`src/rtl/piezo_drv.sv`:
```
// Piezo tone/duration generator: differential square wave at note_per cycles,
// single-cycle note_over pulse after note_dur ticks of 1/100 s.
module piezo_drv #(
    parameter int unsigned TICK_CNT = 500000
) (
    input  logic        clk,
    input  logic        rst,
    input  logic        clr,
    input  logic [14:0] note_per,
    input  logic [7:0]  note_dur,
    output logic        note_over,
    output logic        piezo,
    output logic        piezo_n
);

    localparam int unsigned TICK_W = 19;
    localparam int unsigned DUR_W  = 8;
    localparam int unsigned PER_W  = 15;

    logic [TICK_W-1:0] tick_cnt;
    logic [DUR_W-1:0]  dur_cnt;
    logic [PER_W-1:0]  freq_cnt;

    logic tick_c;
    logic note_end_c;
    logic per_wrap_c;
    logic tone_on_c;
    logic tone_hi_c;

    assign tick_c     = (tick_cnt == TICK_W'(TICK_CNT - 1));
    assign note_end_c = tick_c && (note_dur != '0) &&
                        (dur_cnt == DUR_W'(note_dur - 8'd1));
    // >= rather than == so a mid-note period drop wraps at once
    assign per_wrap_c = (freq_cnt >= PER_W'(note_per - 15'd1));
    assign tone_on_c  = (note_per != '0);
    assign tone_hi_c  = (freq_cnt < {1'b0, note_per[PER_W-1:1]});

    // Counters and registered outputs; clr overrides note-end
    always_ff @(posedge clk or posedge rst) begin
        if (rst) begin
            tick_cnt  <= '0;
            dur_cnt   <= '0;
            freq_cnt  <= '0;
            note_over <= 1'b0;
            piezo     <= 1'b0;
            piezo_n   <= 1'b0;
        end else if (clr) begin
            tick_cnt  <= '0;
            dur_cnt   <= '0;
            freq_cnt  <= '0;
            note_over <= 1'b0;
            piezo     <= 1'b0;
            piezo_n   <= 1'b0;
        end else begin
            piezo   <= tone_on_c && tone_hi_c;
            piezo_n <= tone_on_c && !tone_hi_c;
            if (note_end_c) begin
                // Restart every counter so the next note starts phase-aligned
                tick_cnt  <= '0;
                dur_cnt   <= '0;
                freq_cnt  <= '0;
                note_over <= 1'b1;
            end else begin
                note_over <= 1'b0;
                tick_cnt  <= tick_c ? '0 : tick_cnt + TICK_W'(1);
                dur_cnt   <= tick_c ? dur_cnt + DUR_W'(1) : dur_cnt;
                freq_cnt  <= per_wrap_c ? '0 : freq_cnt + PER_W'(1);
            end
        end
    end

endmodule

```
`config.mk`:
```
export PLATFORM = sky130hd
export DESIGN_NAME = piezo_drv
export DESIGN_NICKNAME = d
export VERILOG_FILES = /design/src/rtl/piezo_drv.sv
export SDC_FILE = /design/constraint.sdc
export NUM_CORES = 1
export LEC_CHECK = 0
export CORE_MARGIN = 5
export CORE_UTILIZATION = 53
export DETAILED_ROUTE_END_ITERATION = 8
export PLACE_DENSITY_LB_ADDON = 0.25
export SLEW_MARGIN = 30
export SYNTH_ARGS = -nofsm -noshare
export SYNTH_HDL_FRONTEND = slang
export SYNTH_SLANG_ARGS = --single-unit
export TNS_END_PERCENT = 100
```
`constraint.sdc`:
```
create_clock -name clk -period 2.1 [get_ports clk]
set_input_delay 0.315 -clock clk [delete_from_list [all_inputs] [get_ports clk]]
set_output_delay 0.315 -clock clk [all_outputs]
set_load 0.02 [all_outputs]
```
==> flow_summary.ini, run 1 <==
[synth]
synth-xor-area-share = 0.148
syn_nets = 427
netlist_instances = 367
synth_seq_area_share = 0.341
yosysWarnings = 0
ys_seq_elements = 45
synth_top_family_by_area = simple AND/OR/NAND/NOR gates
synth_edf_count = 0
synth_fa_ha_area_frac = 0.129
yosysUniqueCellTypes = 43
avgSynthCellArea_um2 = 9.01
synth_compound_area_frac = 0.0791
async_reset_ff_frac = 1.00
yosys_most_used_dff = dfrtp_1
synth_mux_area_frac = 0
synthesis.area_um2 = 3310
synth_simple_gate_area_frac = 0.262

[clocking]
cts_tree = built
root_buffer = clkbuf_8
htree_levels = 2
insertion_delay_ns = 0.32
cts_buffers = 5
clk_path_buf_depth = 2
clock_sink_count = 45
clkTransAtPathRegs_ns = 0.10

[outcome]
status = finished, violations left
violations = negative setup slack

[floorplanning]
fp-row-count = 28
die-area_um2 = 7920
dieHeight_um = 89.0
core_region_area_um2 = 5990
initial_utilization = 0.552
ios = 29
die_w_um = 89.0

[placed_design]
dp_hpwl_um = 5900
dpl_cell_area_um2 = 4100
globalplace.congestion = 0.863
portBuffers = 28
dp_cells = 517

[route]
wl_per_cell_um = 18.5
num_vias = 3305
wirelength_um = 10100
vias_per_cell = 6.09
final_antenna_net_count = 0
drt-initial-drc-count = 240
drtPass1Iterations = 5
drc = 0

[global_route]
grt_usage = 0.233
grt_pass1_vias = 3144
gr-total-overflow = 0
grt_pass1_wl_um = 14400
antenna_found_initial = 0
grt_max_degree = 28

[pwr]
power_density_nw_per_um2 = 407
irDropWorstVdd_v = 0.000455
power_leakage_nw = 2.14

[final_layout]
diodes = 0
final_common_cell = buf_4
n_fill_cell = 347
layout.cells.non_filler = 543
nets = 527
area_growth_pct = 43.4
drive_above_1_share = 0.299
layout_common_cells = buf_4, dfrtp_1, nor2_1
fin_area_um2 = 4740

[timing]
period_needed_ns = 2.47
slew_headroom = 0.484
rsz0062_at_grt = yes
setup_viol = 15
max_clock_freq_mhz = 405
drv_slew = 0
hold_slack_ns = 0.339
fin_ws_ns = -0.368
tns_ns = -4.55
period_share = 1.18
finalHoldViolations = 0
clock_skew_ns = 0.0193
worstMarginPinSlew_ns = 0.769

[worst_hold_path]
worstHoldPathType = in2async

[setup_path]
critPathArrivalTime_ns = 2.69
worst_setup_path_end_kind = register
cp_common_cell = buf_6
critPathMaxFanout = 4
criticalPathCategory = in2reg
cp-startpoint = note_per[3]
crit_family = simple AND/OR/NAND/NOR gates
critPathMaxStageDelay_ns = 0.31
cpMaxStageDelayCell = nor4_2
worst-path-buf-inv = 4
critical_path_required_ns = 2.32
rr_startpoint = freq_cnt[2]
crit_chain = buf_6, nor4_4, nand3_2, nor4_2, buf_4, buf_6, xnor2_2, ha_1, a21o_1, a21oi_4, a21oi_4, buf_6, nor4_2
cp-start-kind = input port

[flow_run]
cap_violations = 0
-- flip-flops by register name, indices dropped and copies added (netlist names) --
signal / count
note_over: 1
tick_cnt: 19
dur_cnt: 8
piezo: 1
piezo_n: 1
freq_cnt: 15
-- synth_stat cells, types with 3 or more instances --
| library cell | instances | share of area |
|---|---|---|
| nor4_1 | 20 | 0.038 |
| ha_1 | 34 | 0.13 |
| nand3_1 | 18 | 0.027 |
| xnor2_1 | 30 | 0.079 |
| and4_1 | 4 | 0.011 |
| inv_1 | 27 | 0.031 |
| xor2_1 | 26 | 0.069 |
| nor4b_1 | 4 | 0.011 |
| a21oi_1 | 8 | 0.012 |
| nand4_1 | 15 | 0.028 |
| dfrtp_1 | 45 | 0.34 |
| nand2_1 | 25 | 0.028 |
| nor2_1 | 35 | 0.040 |
| and2_1 | 6 | 0.011 |
| a21o_1 | 9 | 0.020 |
| or3_1 | 3 | 0.0057 |
| nor3_1 | 10 | 0.015 |
| o21ai_0 | 9 | 0.014 |
| and3_1 | 6 | 0.011 |
-- stage by stage --
stage / power, mW / worst slack [ns] / util
after global routing: 1.99 / -0.484 / 0.791
after floorplan: 1.05 / -0.285 / -
after global placement: 1.20 / -0.945 / 0.684
after CTS: 1.89 / -0.186 / 0.744
after detailed placement: 1.21 / -1.13 / 0.684
final: 1.93 / -0.368 / 0.791
-- timing repair --
item | CTS | global route
hold buffers | 0 | 0
resized for setup | 67 | 38
pin swaps | 30 | 24
cloned | 2 | 0
setup buffers | 5 | 11
setup endpoints to repair | 17 | 25
-- layout make-up --
class                           count  area, um2  area share
Clock buffer                        5       68.8      0.0145
Clock inverter                      3       46.3     0.00977
Inverter                           27        101      0.0214
Multi-Input combinational cell    291       2460       0.518
Sequential cell                    45       1130       0.238
Tap cell                           75       93.8      0.0198
Timing Repair Buffer               97        846       0.178
-- path summary, 6_finish.rpt --
check	cells after the start	endpoint	slack [ns]
max	13	freq_cnt[13]	-0.37
min	2	freq_cnt[6]	0.34
max reg2reg	9	freq_cnt[13]	-0.04
min reg2reg	1	tick_cnt[0]	0.46
max in group asynchronous	3	tick_cnt[3]	1.21
min in group clk	1	tick_cnt[0]	0.46
-- routing by layer --
metal  up-vias  share of wire  GRT usage
met3        45          0.057     0.0313
met1      1596           0.41      0.307
li1       1516              -          -
met4         0          0.036     0.0541
met2       148           0.49      0.409
met5         -              0          0
-- power breakdown --
group / internal (mW) / switching, mW
Clock: 0.357 / 0.326
Sequential: 0.876 / 0.00930
Combinational: 0.180 / 0.180
-- kinds of logic after synthesis --
kind of cell    Yosys count
simple gates            159
xor+xnor                 56
buf+inv                  33
flops                    45
compound gates           40
fa+ha+maj                34
(Power assumes the default switching activity.)
==> run 2: changes to the inputs <==
--- a/config.mk
+++ b/config.mk
@@ -5,6 +5,7 @@
 export SDC_FILE = /design/constraint.sdc
 export NUM_CORES = 1
 export LEC_CHECK = 0
+export CORE_ASPECT_RATIO = 0.7
 export CORE_MARGIN = 5
 export CORE_UTILIZATION = 53
 export DETAILED_ROUTE_END_ITERATION = 8
==> flow_summary.ini, run 2 (same netlist as run 1, synthesis figures left out) <==
[global_route]
grt_max_degree = 46
gr-total-overflow = 0
grt_pass1_vias = 3442
grt_pass1_wl_um = 16200
antenna_found_initial = 0
grt_usage = 0.244

[setup_path]
worstReg2RegEnd = freq_cnt[12]
critPathMaxFanout = 8
critPathMaxStageDelay_ns = 0.32
crit_chain = buf_8, nor4_4, nand3_2, inv_2, and3_4, nand2_4, xnor2_2, ha_1, a21o_1, a21o_1, a21o_4, nor4_2
rr_startpoint = freq_cnt[0]
cpMaxStageDelayCell = ha_1
crit_family = simple AND/OR/NAND/NOR gates
criticalPathCategory = in2reg
cp.depth = 12
r2r_slack_ns = -0.01
cp-start-kind = input port
rr_worst_depth = 7
worst-path-buf-inv = 2
worst_setup_path_end_kind = register
critical_path_required_ns = 2.31
critPathArrivalTime_ns = 2.62
cp_common_cell = a21o_1

[route]
num_vias = 3284
drc = 0
drt-initial-drc-count = 214
wirelength_um = 10100
vias_per_cell = 5.93
wl_per_cell_um = 18.3
final_antenna_net_count = 0
drtPass1Iterations = 5

[pwr]
irDropWorstVdd_v = 0.000315
power_density_nw_per_um2 = 405
power_leakage_nw = 2.19
finalPower_mw = 1.94

[final_layout]
area_growth_pct = 45.3
fin_area_um2 = 4800
nets = 535
drive_above_1_share = 0.311
diodes = 0
top_register = tick_cnt
top_regs = tick_cnt (19), freq_cnt (15), dur_cnt (8)
layout_common_cells = buf_4, dfrtp_1, nor2_1
largest_reg_flops = 19
final_common_cell = buf_4

[floorplanning]
fp-row-count = 24
core_region_area_um2 = 6160
die_w_um = 104
dieHeight_um = 76.1
die-area_um2 = 7940
initial_utilization = 0.537
ios = 29

[timing]
slew_headroom = 0.617
max_clock_freq_mhz = 416
period_share = 1.15
fin_ws_ns = -0.307
period_needed_ns = 2.41
clock_skew_ns = 0.0183
tns_ns = -4.00
setup_viol = 15
drv_slew = 0
finalHoldViolations = 0
worstMarginPinSlew_ns = 0.574
rsz0062_at_grt = yes

[placed_design]
dpl_cell_area_um2 = 4090
portBuffers = 28
dp_hpwl_um = 5980
globalplace.congestion = 0.883

[outcome]
violations = negative setup slack
status = finished, violations left

[clocking]
clock_sink_count = 45
clk_path_buf_depth = 2
root_buffer = clkbuf_8
cts_tree = built
cts_buffers = 5
htree_levels = 2
insertion_delay_ns = 0.31
clkTransAtPathRegs_ns = 0.10

[worst_hold_path]
worstHoldPathType = in2async

[flow_run]
cap_violations = 0
## run 2: cell count changes in the layout (fill, tap and decap cells not counted), sizes merged
| cell | delta |
|---|---|
| buf | +8 |
| dlygate4sd2 | +2 |
| clkdlybuf4s50 | -2 |
## run 2: worst register-to-register path: stages, from the launching register on
cell and delay [ns]:
dfrtp_1 0.37, buf_4 0.14, ha_1 0.18, nand3_1 0.19, nor3_1 0.47, nand3_1 0.16
xor2_1 0.20, nor4_4 0.31
## run 2: through the flow
step | setup WS [ns] | hold WS, ns | utilization | instances
detailed placement | -1.15 | 0.453 | 0.665 | 521
CTS | -0.238 | 0.464 | 0.745 | 547
global placement | -0.964 | 0.436 | 0.665 | 521
finish | -0.307 | 0.446 | 0.780 | 554
global route | -0.420 | 0.504 | 0.780 | 554
floorplan | -0.285 | 0.381 | - | 367
## run 2: report_power, final
group	switching (mW)	internal, mW	leakage (nW)	total [mW]
logic	0.189	0.187	1.51	0.376
registers	0.0109	0.876	0.622	0.887
clock network	0.325	0.357	0.0543	0.682
## run 2: repair_timing
action	4_1_cts	5_1_grt
setup endpoints to repair	17	25
gates resized for setup	81	31
hold buffers	0	0
buffers inserted	16	8
gates cloned	2	0
pin swaps	41	26
## run 2: worst max path at each step
stage                     start            to
floorplan           note_per[2]  freq_cnt[10]
global placement    note_per[2]  freq_cnt[12]
detailed placement  note_per[2]   freq_cnt[2]
CTS                 note_per[5]   freq_cnt[2]
global route        note_per[2]   freq_cnt[4]
finish              note_per[2]   freq_cnt[3]
## run 2: routing by layer
layer | wire length [um] | vias up | part of all wire | track usage
met5 | 0 | - | 0 | 0
met1 | 4260 | 1611 | 0.42 | 0.313
met4 | 178 | 0 | 0.018 | 0.0673
li1 | - | 1535 | - | -
met3 | 659 | 23 | 0.065 | 0.0593
met2 | 5030 | 115 | 0.50 | 0.411
## run 2: layout make-up
| class | count | area (um2) |
|---|---|---|
| Fill cell | 390 | 1350 |
| Clock inverter | 3 | 46.3 |
| Tap cell | 78 | 97.6 |
| Clock buffer | 5 | 68.8 |
| Multi-Input combinational cell | 291 | 2450 |
| Timing Repair Buffer | 105 | 910 |
| Sequential cell | 45 | 1130 |
| Inverter | 27 | 101 |
==> edit 1 (settings of run 1) <==
Register the inputs `clr`, `note_per` and `note_dur` before use, without a reset. The logic sees them one clock later. Comments in the files are not updated.
--- a/src/rtl/piezo_drv.sv
+++ b/src/rtl/piezo_drv.sv
@@ -17,6 +17,16 @@
     localparam int unsigned DUR_W  = 8;
     localparam int unsigned PER_W  = 15;
 
+    logic clr_q;
+    logic [14:0] note_per_q;
+    logic [7:0] note_dur_q;
+
+    always_ff @(posedge clk) begin
+        clr_q      <= clr;
+        note_per_q <= note_per;
+        note_dur_q <= note_dur;
+    end
+
     logic [TICK_W-1:0] tick_cnt;
     logic [DUR_W-1:0]  dur_cnt;
     logic [PER_W-1:0]  freq_cnt;
@@ -28,12 +38,12 @@
     logic tone_hi_c;
 
     assign tick_c     = (tick_cnt == TICK_W'(TICK_CNT - 1));
-    assign note_end_c = tick_c && (note_dur != '0) &&
-                        (dur_cnt == DUR_W'(note_dur - 8'd1));
+    assign note_end_c = tick_c && (note_dur_q != '0) &&
+                        (dur_cnt == DUR_W'(note_dur_q - 8'd1));
     // >= rather than == so a mid-note period drop wraps at once
-    assign per_wrap_c = (freq_cnt >= PER_W'(note_per - 15'd1));
-    assign tone_on_c  = (note_per != '0);
-    assign tone_hi_c  = (freq_cnt < {1'b0, note_per[PER_W-1:1]});
+    assign per_wrap_c = (freq_cnt >= PER_W'(note_per_q - 15'd1));
+    assign tone_on_c  = (note_per_q != '0);
+    assign tone_hi_c  = (freq_cnt < {1'b0, note_per_q[PER_W-1:1]});
 
     // Counters and registered outputs; clr overrides note-end
     always_ff @(posedge clk or posedge rst) begin
@@ -44,7 +54,7 @@
             note_over <= 1'b0;
             piezo     <= 1'b0;
             piezo_n   <= 1'b0;
-        end else if (clr) begin
+        end else if (clr_q) begin
             tick_cnt  <= '0;
             dur_cnt   <= '0;
             freq_cnt  <= '0;
Check against the original RTL: not equivalent (Yosys sat finds a counterexample within 4 cycles, from zero or initial values and one cycle with rst high).
==> edit 1 against run 1 <==
Non-clock buffer count is 21 lower. Clock skew is 8.2 ps lower. Cell count is 5.5% higher. Power is 47% higher. Global-route usage is 2.7 points lower. Sequential cell count is 24 higher. Synthesized cell count is 7.1% higher. Die area is 13% higher. Routed wire length is 17% lower. Area after synthesis is 15% higher. Design area is 4.9% higher. First-iteration DRC count is 37% lower. Setup slack worse by 82 ps. Hold slack worse by 50 ps. The run still ends with negative setup slack left.
==> edit 1: results (changes against run 1) <==
- Outcome: finished, violations left
- Failing checks: negative setup slack
- Mapped Nets: 453 (+6.1%)
- Pre-CTS worst setup slack: -512 ps (+617 ps)
- Clock skew: 11.2 ps (-8.19 ps)
- HPWL after DPL: 5970 um (+1.1%)
- Compound-cell area share of the yosys netlist: 8.59% (+0.68 points)
- Non-Filler Instances: 573 (+5.5%)
- Top cells by count, synth: dfrtp_1 (45), nand2_1 (39), ha_1 (34)
- WP data arrival: 2820 ps (+130 ps)
- H-Tree Depth: 3 (+1)
- Placed cells: 554 (+7.2%)
- Num CTS Buffers: 9 (+4)
- Detail Route Antenna Nets: 0 (unchanged)
- 1st-iter DRT viols: 151 (-37%)
- Met3 GRT Util: 5.10% (+2.0 points)
- Ys async rst share: 65.2% (-35 points)
- Final setup fails: 39 (+24)
- Met3 WL post-DR: 316 um (-45%)
- Met1 Use GR: 23.5% (-7.2 points)
- Final WS setup: -449 ps (-81.6 ps)
- Fin nets: 532 (+0.95%)
- Synth warn: 0 (unchanged)
- Post-Synth Adder-Cell Area: 11.2% (-1.6 points)
- Register area share after synthesis: 42.4% (+8.4 points)
- Dominant cells by area after synthesis: dfrtp_1 (30%), dfxtp_1 (13%), ha_1 (11%), xnor2_1 (7.6%), xor2_1 (4.9%)
- Global-route wire length before repair: 14500 um (+0.71%)
- Layout cell share with drive strength beyond 1: 20.8% (-9.2 points)
- FILL cells: 493 (+42%)
- Top flop regs: tick_cnt x19, freq_cnt x15, note_per_q x15
- Gpl congestion: 0.837 (-3.0%)
- Post-cts resize count: 18 (-73%)
- TritonRoute pass-1 iters: 4 (-1)
- Slew @ Worst Pin: 456 ps (-313 ps)
- Clock Pin Slew Worst Setup and Hold Paths: 80 ps (-20 ps)
- Synthesized instance count: 393 (+7.1%)
- DR WL met2: 4380 um (-12%)
- GR Util met2: 36.9% (-4.0 points)
- Netlist cell types: 47 (+9.3%)
- Leakage: 2.30 nW (+7.4%)
- Post-CTS Setup Bufs: 1 (-4)
- Vias per std cell: 5.43 (-11%)
- GRT Overall Usage: 20.7% (-2.7 points)
- Clk_lat worst skew: 360 ps (+40 ps)
- Routed WL: 8390 um (-17%)
- Vias in the first global route: 3270 (+4.0%)
- Peak VDD IR: 535 uV (+17%)
- Largest net degree at the start of global routing: 46 (+64%)
-- edit 1: per-stage QoR --
| stage | TNS [ps] | util, % | total power (W) | cell area [um2] |
|---|---|---|---|---|
| after CTS | -7670 | 71.5 | 0.00285 | 4910 |
| after global routing | -12880 | 72.4 | 0.00297 | 4970 |
| after detailed placement | -10350 | 66.6 | 0.00169 | 4580 |
| after floorplan | -5080 | - | 0.00156 | 3850 |
| final | -8300 | 72.4 | 0.00283 | 4970 |
| after global placement | -9100 | 66.6 | 0.00168 | 4580 |
-- edit 1: area by class of cell --
cell class	instances	area share, %
flip-flops and latches	69	32.3
repair buffers	76	14.7
clock buffers	10	2.77
inverters	23	1.74
multi-input cells	293	44.7
well taps	96	2.42
clock inverters	6	1.41
-- edit 1: final timing paths --
kind                                  startpoint                endpoint  slack (ps)  cells past startpoint
max                        note_per_q[2]$_DFF_P_   freq_cnt[3]$_DFF_PP0_        -450                     12
min                                          rst  tick_cnt[17]$_DFF_PP0_         290                      3
max reg2reg                note_per_q[2]$_DFF_P_   freq_cnt[3]$_DFF_PP0_        -450                     12
min reg2reg                tick_cnt[0]$_DFF_PP0_   tick_cnt[0]$_DFF_PP0_         490                      1
max in group asynchronous                    rst   freq_cnt[0]$_DFF_PP0_        1590                      3
min in group clk                     note_per[2]   note_per_q[2]$_DFF_P_         390                      1
-- edit 1: critical path: stages, from the launching register on --
cell and delay (ps):
dfxtp_2 340, nor4_4 300, and3_4 260, and4_1 250
nand3_1 100, xnor2_1 140, ha_1 180, a21o_1 170
a21o_1 180, a21oi_2 180, buf_12 160, nand2_1 80
nor3_2 130
-- edit 1: report_power, final --
part	switching (W)	internal [W]
logic	0.000136	0.000162
clock network	0.000551	0.000591
registers	0.0000348	0.00136
total	0.000722	0.00211
==> edit 2 (flow settings as in run 1) <==
Made on the original files. Change the localparam `TICK_W` from 19 to 15.
--- a/src/rtl/piezo_drv.sv
+++ b/src/rtl/piezo_drv.sv
@@ -13,7 +13,7 @@
     output logic        piezo_n
 );
 
-    localparam int unsigned TICK_W = 19;
+    localparam int unsigned TICK_W = 15;
     localparam int unsigned DUR_W  = 8;
     localparam int unsigned PER_W  = 15;
 
Behaviour: same outputs for any inputs over 10 cycles, from zero or initial values and one cycle with rst high; that may be too few to reach the edited logic, so the function may still have changed.
==> edit 2 against run 1 <==
Routed wire length fell by 18%. Sequential cell count fell by 4. Power rose by 1.7%. Clock power grew 12%. The run still ends with negative setup slack left. Fmax down 4.1%. First-iteration DRC count is 34% lower. Setup slack got worse by 110 ps. Design area fell by 7.2%. Area after synthesis fell by 7.0%. Hold slack better by 110 ps. Largest power group unchanged.
==> edit 2: results (changes against run 1) <==
- Outcome: finished, violations left
- Failing checks: negative setup slack
- GR Util met2: 40.6% (-0.32 points)
- WP data arrival: 2760 ps (+70 ps)
- M1 WL: 3380 um (-18%)
- Met1 Use GR: 27.7% (-3.0 points)
- PD cells: 446 nW/um2 (+9.5%)
- Crit Path Max Fanout: 7 (+3)
- GRT Overall Usage: 23.0% (-0.34 points)
- HPWL after DPL: 5710 um (-3.2%)
- Crit path largest cell delay: 330 ps (+20 ps)
- R2R Setup Slk: 60 ps (+100 ps)
- Clk_lat worst skew: 300 ps (-20 ps)
- Slew @ Worst Pin: 528 ps (-241 ps)
- Clk. pwr: 0.000766 W (+12%)
- Met3 GRT Util: 3.75% (+0.61 points)
- Final WS setup: -474 ps (-106 ps)
- Final setup fails: 15 (unchanged)
- DR WL met2: 4230 um (-15%)
- Crit Reg-Reg Endpoint: freq_cnt[7]$_DFF_PP0_
- Dominant cells by area after synthesis: dfrtp_1 (33%), ha_1 (14%), xnor2_1 (9.4%), xor2_1 (4.8%), nor2_1 (3.8%)
- Fin nets: 501 (-4.9%)
- Clock skew: 9.12 ps (-10.2 ps)
- 1st-iter DRT viols: 158 (-34%)
- FILL cells: 351 (+1.2%)
- Pre-CTS worst setup slack: -1150 ps (-22.4 ps)
- Top cells by count, synth: dfrtp_1 (41), ha_1 (34), xnor2_1 (33)
- Layout cell share with drive strength beyond 1: 32.4% (+2.4 points)
- Leakage: 2.11 nW (-1.5%)
- Switching pwr: 0.000490 W (-5.1%)
- Crit path launch: note_per[1]
- Sequential share of power: 41.1% (-4.8 points)
- Setup TNS: -6780 ps (-2230 ps)
- Vias in the first global route: 3020 (-3.9%)
- Top flop regs: freq_cnt x15, tick_cnt x15, dur_cnt x8
- Mapped Nets: 393 (-8.0%)
- Met3 WL post-DR: 393 um (-31%)
- Post-place instance area: 3940 um2 (-3.8%)
- WL/cell: 16.0 um (-14%)
- Gpl congestion: 0.784 (-9.2%)
- Netlist cell types: 40 (-7.0%)
- R2R depth: 8 (-1)
- TritonRoute pass-1 iters: 4 (-1)
- Largest net degree at the start of global routing: 42 (+50%)
- Placed cells: 489 (-5.4%)
- Register area share after synthesis: 33.4% (-0.69 points)
- Peak VDD IR: 423 uV (-7.1%)
- Critical path's slowest cell: nor4_4
## edit 2: cell types whose count changed after synthesis, moves of 5 or more
| cell | run 1 | this run |
|---|---|---|
| xor2_1 | 26 | 17 |
| inv_1 | 27 | 22 |
| nor4_1 | 20 | 7 |
| and2_2 | 0 | 7 |
| nor2_2 | 0 | 10 |
## edit 2: area by class of cell
cell class              count  area (um2)  share of cell area (%)
clock buffers               5        68.8                    1.56
clock inverters             3        65.1                    1.48
well taps                  72        90.1                    2.05
flip-flops and latches     41        1030                    23.3
multi-input cells         266        2140                    48.7
inverters                  22        97.6                    2.22
repair buffers            105         908                    20.6
## edit 2: cells by family after synthesis
group | synth area share, %
DFF | 33.4
buffers and inverters | 3.70
AOI/OAI and AO/OA | 10.3
adders and majority gates | 13.8
xor gates and xnor gates | 14.2
and+or+nand+nor | 24.6
## edit 2: timing repair
item / CTS / global route
setup buffers: 11 / 5
gates cloned: 1 / 0
pin swaps: 30 / 15
setup endpoints to repair: 26 / 26
resized for setup: 54 / 39
